==> src/rtl/fetch_pc_unit.sv <==
// fetch_pc_unit: program-counter and fetch-control stage feeding the
// instruction memory of the single-cycle RV32I core.
//
// Owns the PC, drives the word-aligned fetch address and hands the fetched
// word to decode with a valid flag. It handles sequential advance,
// branch/jump redirect, stall, halt on a zero word and a trap on a
// misaligned redirect target.
//
// Ports:
//   clk             core clock, rising edge
//   reset           asynchronous, active-high reset
//   stall           hold the PC this cycle
//   redirect_valid  branch taken / jump resolved this cycle
//   redirect_target new PC for the redirect
//   instruction     word returned combinationally by imem for addr
//   addr            fetch address (equals PC, always word aligned)
//   pc_plus4        PC+4, the JAL/JALR link value
//   instr_out       instruction to decode, NOP when not valid
//   instr_valid     instr_out carries a real instruction this cycle
//   halted          fetch stopped (HALT or TRAP)
//   misalign_err    sticky, a redirect target was not word aligned
//   cycle_cnt       (FETCH_PERF_CNT_EN only) cycles spent in RUN
//   fetch_cnt       (FETCH_PERF_CNT_EN only) cycles with instr_valid=1
//
// Optional feature macro: FETCH_PERF_CNT_EN adds the two performance
// counters. Without it the ports and counter logic do not exist.

module fetch_pc_unit #(
  parameter logic [31:0] RESET_PC     = 32'h0000_0000,
  parameter int unsigned IMEM_DEPTH   = 32,
  parameter bit          HALT_ON_ZERO = 1'b1
) (
  input  logic        clk,
  input  logic        reset,
  input  logic        stall,
  input  logic        redirect_valid,
  input  logic [31:0] redirect_target,
  input  logic [31:0] instruction,
  output logic [31:0] addr,
  output logic [31:0] pc_plus4,
  output logic [31:0] instr_out,
  output logic        instr_valid,
  output logic        halted,
`ifdef FETCH_PERF_CNT_EN
  output logic [31:0] cycle_cnt,
  output logic [31:0] fetch_cnt,
`endif
  output logic        misalign_err
);

  localparam int unsigned XLEN = 32;
  localparam int unsigned OFFW = XLEN + 2;
  localparam logic [XLEN-1:0] NOP_WORD = 32'h0000_0013;
  // Byte offset of the last fetchable word from RESET_PC.
  localparam logic [OFFW-1:0] RANGE_SPAN = OFFW'(4 * (IMEM_DEPTH - 1));

  typedef enum logic [1:0] {
    ST_BOOT,
    ST_RUN,
    ST_HALT,
    ST_TRAP
  } state_e;

  state_e          state_q, state_d;
  logic [XLEN-1:0] pc_q, pc_d;
  logic            misalign_q, misalign_d;

  logic [XLEN-1:0] pc_inc;
  logic [OFFW-1:0] tgt_off;
  logic [OFFW-1:0] inc_off;
  logic            tgt_in_range;
  logic            inc_in_range;
  logic            zero_word;
  logic            tgt_misaligned;

  // Range check as an offset from RESET_PC, widened so neither the +4 nor
  // the upper bound can wrap; a negative offset shows up in the top bit.
  always_comb begin
    pc_inc         = pc_q + 32'd4;
    tgt_off        = {2'b00, redirect_target} - {2'b00, RESET_PC};
    inc_off        = {2'b00, pc_q} + OFFW'(4) - {2'b00, RESET_PC};
    tgt_in_range   = !tgt_off[OFFW-1] && (tgt_off <= RANGE_SPAN);
    inc_in_range   = !inc_off[OFFW-1] && (inc_off <= RANGE_SPAN);
    zero_word      = HALT_ON_ZERO && (instruction == 32'h0000_0000);
    tgt_misaligned = redirect_target[1:0] != 2'b00;
  end

  // Next-state / next-PC selection; first matching condition wins in RUN.
  always_comb begin
    state_d    = state_q;
    pc_d       = pc_q;
    misalign_d = misalign_q;
    case (state_q)
      ST_BOOT: state_d = ST_RUN;
      ST_RUN: begin
        if (redirect_valid && tgt_misaligned) begin
          misalign_d = 1'b1;
          state_d    = ST_TRAP;
        end else if (redirect_valid) begin
          pc_d = redirect_target;
          if (!tgt_in_range) state_d = ST_HALT;
        end else if (stall) begin
          pc_d = pc_q;
        end else if (zero_word) begin
          state_d = ST_HALT;
        end else begin
          pc_d = pc_inc;
          if (!inc_in_range) state_d = ST_HALT;
        end
      end
      default: ;
    endcase
  end

  // State, PC and sticky error registers.
  always_ff @(posedge clk or posedge reset) begin
    if (reset) begin
      state_q    <= ST_BOOT;
      pc_q       <= RESET_PC;
      misalign_q <= 1'b0;
    end else begin
      state_q    <= state_d;
      pc_q       <= pc_d;
      misalign_q <= misalign_d;
    end
  end

  // Decode-facing outputs are a same-cycle pass-through of the imem word.
  always_comb begin
    instr_valid = (state_q == ST_RUN) && !stall && !zero_word;
    instr_out   = instr_valid ? instruction : NOP_WORD;
  end

  assign addr         = pc_q;
  assign pc_plus4     = pc_inc;
  assign halted       = (state_q == ST_HALT) || (state_q == ST_TRAP);
  assign misalign_err = misalign_q;

`ifdef FETCH_PERF_CNT_EN
  logic [31:0] cycle_cnt_q, fetch_cnt_q;

  // Performance counters; they only move in RUN so they freeze once halted.
  always_ff @(posedge clk or posedge reset) begin
    if (reset) begin
      cycle_cnt_q <= 32'd0;
      fetch_cnt_q <= 32'd0;
    end else if (state_q == ST_RUN) begin
      cycle_cnt_q <= cycle_cnt_q + 32'd1;
      if (instr_valid) fetch_cnt_q <= fetch_cnt_q + 32'd1;
    end
  end

  assign cycle_cnt = cycle_cnt_q;
  assign fetch_cnt = fetch_cnt_q;
`endif

endmodule

==> config.mk <==
export PLATFORM = sky130hd
export DESIGN_NAME = fetch_pc_unit
export DESIGN_NICKNAME = d
export VERILOG_FILES = /design/src/rtl/fetch_pc_unit.sv
export SDC_FILE = /design/constraint.sdc
export NUM_CORES = 1
export LEC_CHECK = 0
export ABC_AREA = 1
export CAP_MARGIN = 20
export CORE_AREA = 3 3 97 99
export CTS_CLUSTER_DIAMETER = 120
export DETAILED_ROUTE_END_ITERATION = 12
export DIE_AREA = 0 0 100 102
export PLACE_DENSITY_LB_ADDON = 0.25
export SLEW_MARGIN = 15
export SYNTH_ARGS = -nofsm -noshare
export SYNTH_HDL_FRONTEND = slang
export SYNTH_SLANG_ARGS = --single-unit
==> constraint.sdc <==
create_clock -name clk -period 2 [get_ports clk]
set_input_delay 0.2 -clock clk [delete_from_list [all_inputs] [get_ports clk]]
set_output_delay 0.2 -clock clk [all_outputs]
set_load 0.01 [all_outputs]
==> impl_results.rst <==
.. list-table::
   :header-rows: 1

   * - Metric
     - Value
   * - Area inside the core boundary
     - 8640 um^2
   * - Final count of negative-setup-slack endpoints
     - 23
   * - RD Place Congestion
     - 0.967
   * - Via count of the first global-routing pass
     - 5,063
   * - Data arrival time of the worst path
     - 2570 ps
   * - Total clock sinks
     - 35
   * - Share of flip-flops with an asynchronous set or reset after synthesis
     - 100%
   * - Combined global-route utilization of all metal layers
     - 29.3%
   * - Crit path max-delay family
     - simple AND/OR/NAND/NOR gates
   * - Total inserted antenna cells
     - 0
   * - Placed wire-length estimate
     - 10,500 um
   * - Post-DR vias/cell
     - 5.76
   * - Synth top area share
     - 27.4%
   * - Hold Fails Final Rpt
     - 0
   * - Post-synthesis cell type with the largest combined area
     - dfrtp_1
   * - Clock buffer depth
     - 2
   * - Antenna violations before repair
     - 0
   * - Cts bufs inserted
     - 5
   * - Vertical die dimension
     - 102 um
   * - Worst path slowest cell
     - dfrtp_1
   * - Total number of yosys warnings
     - 0
   * - Number of inserted filler cells in the final layout
     - 499
   * - Cell area after synthesis
     - 3200 um^2
   * - Count of buffers from port buffering
     - 166
   * - Violated checks
     - setup timing
   * - Number of placed I/O pins
     - 167
   * - Total power draw
     - 3.17 mW
   * - Seq/Total Area, Yosys
     - 27.4%
   * - Synth Area per Inst
     - 5.77 um^2
   * - Total Die Area
     - 10,200 um^2
   * - Clock latency at the later pin of the worst-skew pair
     - 300 ps
   * - Yosys reg bits
     - 35
   * - Remaining design rule violation count
     - 0
   * - Layout Skew
     - 11.2 ps
   * - Maximum clock rate
     - 422 MHz
   * - Post-synthesis cell count
     - 554
   * - Standard-cell rows
     - 34
   * - Remaining Overflow, GRT
     - 0
   * - Crit end category
     - flop
   * - Non-filler instance count after layout
     - 996
   * - Launching element type of the critical path
     - flop
   * - Top fanout value on the critical path
     - 4
   * - Worst slew margin relative to its limit
     - 65.7%
   * - Placed cells
     - 914
   * - Most repeated library cell on the critical path
     - nand2_1
   * - Top post-synthesis cells by area
     - dfrtp_1 27%, nand2_1 17%, nor2_1 13%
   * - Worst stage delay on the critical path
     - 500 ps
   * - Layout area overhead
     - 120%
   * - Initial Util
     - 37.0%
   * - First drt pass iteration count
     - 8
   * - Leakage component of the power
     - 3.63 nW
   * - Vias after detailed routing
     - 5,737
   * - Setup repair after global routing missed its margin
     - true
   * - Number of levels the H-tree was split into
     - 2
   * - Number of enable flip-flop cells after synthesis
     - 0
   * - Post-layout utilization of the core
     - 81.3%
   * - Period utilisation layout
     - 118%
   * - Power per standard cell area
     - 452 nW/um^2
   * - Final worst path period need
     - 2370 ps
   * - Pin count of the biggest net entering global routing
     - 38
   * - Worst setup path category
     - flop to flop
   * - Commonest cells in the netlist
     - 148 x nand2_1, 108 x nor2_1, 85 x inv_1
   * - Run status
     - finished with violations
   * - Placed Area
     - 5710 um^2
   * - Yosys cell types
     - 30
   * - Final routed wire length divided by cell count
     - 20.1 um
   * - Library cell used as clock root buffer
     - clkbuf_8
   * - Antenna Nets Post-Route
     - 0
   * - Max-cap check violation count
     - 0
   * - Highest ir drop seen on vdd
     - 319 uV
   * - Drt initial violations
     - 832
   * - Top FF cell, synth
     - dfrtp_1
   * - Top-count cell post-synth
     - nand2_1
   * - Cells along the critical path
     - nand2_2 > nor2_2 > nand2_4 > o21ai_1 > nand2_1 > inv_2 > nand3_2 > nor2_4 > nand2_1 > nor2_1 > nand3_1 > nand2_1 > nand2_1 > nand3_1 > nand2_1
   * - Clock-pin slew on the worst setup and hold paths
     - 90 ps
   * - CTS tree
     - done
   * - Final setup margin
     - -369 ps
   * - Worst slack at placement
     - -433 ps
   * - Post-synth net total
     - 624
   * - Bufs and invs on worst path
     - 1
   * - Data required, critical path
     - 2200 ps
   * - Ratio of cells with drive above 1 in the final layout
     - 45.2%
   * - Slew @ Worst Pin
     - 515 ps
   * - Final WL
     - 20,000 um
   * - Overall die width
     - 100 um
   * - Class of the tightest hold or removal check
     - primary input to asynchronous set/reset pin
   * - First-pass GRT wire length
     - 24,000 um
   * - Sum Neg Setup Slack
     - -3190 ps
   * - Hold Buf Count CTS
     - 0
   * - Final standard cell area without fillers
     - 7020 um^2
   * - Final hold slack
     - 327 ps
   * - Net count reported at finish
     - 957
   * - Max-slew violation total from the final report
     - 0
[flip-flops by register name, indices dropped and copies added, names as in the netlist]
name and flops:
addr 32, state_q 2, misalign_err 1
[layout by cell type (no fill, tap or decap), types with 2 or more instances in the layout]
cell / instances
inv_2: 15
dlygate4sd2_1: 23
nand3_2: 10
nand2_1: 110
buf_4: 145
dfrtp_1: 29
dfrtp_2: 6
nor2_2: 31
nor3_1: 2
clkbuf_16: 4
buf_12: 4
nand3_1: 17
nand3_4: 3
clkbuf_2: 5
a21oi_1: 8
nand3b_1: 3
buf_2: 37
o21ai_2: 5
inv_4: 2
o21ai_0: 22
buf_16: 2
nor2_4: 25
nor2_1: 66
o21ai_1: 7
nor4_1: 5
nand2_2: 36
nand2_4: 12
nand4_1: 11
o22ai_1: 11
nor3_2: 3
clkbuf_8: 6
a31oi_1: 7
clkinv_2: 2
buf_6: 34
clkdlybuf4s50_1: 72
inv_1: 72
dlymetal6s2s_1: 16
xor2_2: 3
[cell type report]
type / instances / area (um^2) / area share [%]
Clock inverter: 2 / 35.0 / 0.499
Multi-Input combinational cell: 410 / 2470 / 35.2
Sequential cell: 35 / 883 / 12.6
Tap cell: 108 / 135 / 1.92
Timing Repair Buffer: 344 / 3060 / 43.6
Inverter: 91 / 353 / 5.02
Clock buffer: 6 / 82.6 / 1.18
[worst register-to-register path: stages (launching register included)]
cell and delay [ps]:
dfrtp_1 500, nand2_2 170, nor2_2 240, nand2_4 120
o21ai_1 220, nand2_1 130, inv_2 80, nand3_2 110
nor2_4 130, nand2_1 60, nor2_1 110, nand3_1 100
nand2_1 90, nand2_1 70, nand3_1 80, nand2_1 60
[worst paths after layout]
| check | from | slack (ps) | end | depth (start not counted) |
|---|---|---|---|---|
| max reg2reg | addr[8] | -370 | state_q[1] | 15 |
| max | addr[8] | -370 | state_q[1] | 15 |
| min reg2reg | misalign_err | 520 | misalign_err | 1 |
| min | reset | 330 | addr[8] | 3 |
| min in group clk | redirect_target[3] | 480 | addr[3] | 3 |
| max in group asynchronous | reset | 1290 | addr[12] | 3 |
[metal layers]
metal / global-route usage, % / vias to the layer above / wire length [um]
li1: - / 2400 / -
met1: 32.3 / 2563 / 6650
met2: 53.8 / 594 / 9310
met3: 6.69 / 180 / 2550
met4: 13.6 / 0 / 1520
met5: 0 / - / 0
[what timing repair did]
item	4_1_cts	5_1_grt
cloned	2	6
hold endpoints to repair	0	0
setup endpoints to repair	64	89
buffers inserted	42	27
gates resized for setup	305	167
pin swaps	37	57
[power by group]
| group | switching, mW | leakage [nW] | total, mW | internal [mW] |
|---|---|---|---|---|
| registers | 0.0922 | 0.399 | 0.869 | 0.777 |
| clock network | 0.313 | 0.0612 | 0.717 | 0.404 |
| logic | 0.804 | 3.17 | 1.59 | 0.784 |
[kinds of logic (layout without fill, tap and decap cells)]
family,after synthesis,in the layout,share of synthesized area [%]
fa+ha+maj,2,2,0.783
simple gates,339,339,46.0
flops,35,35,27.4
compound gates,64,64,11.0
buf+inv,109,443,13.2
xor+xnor,5,5,1.60
Note: power is estimated with default switching activity, not from simulation.
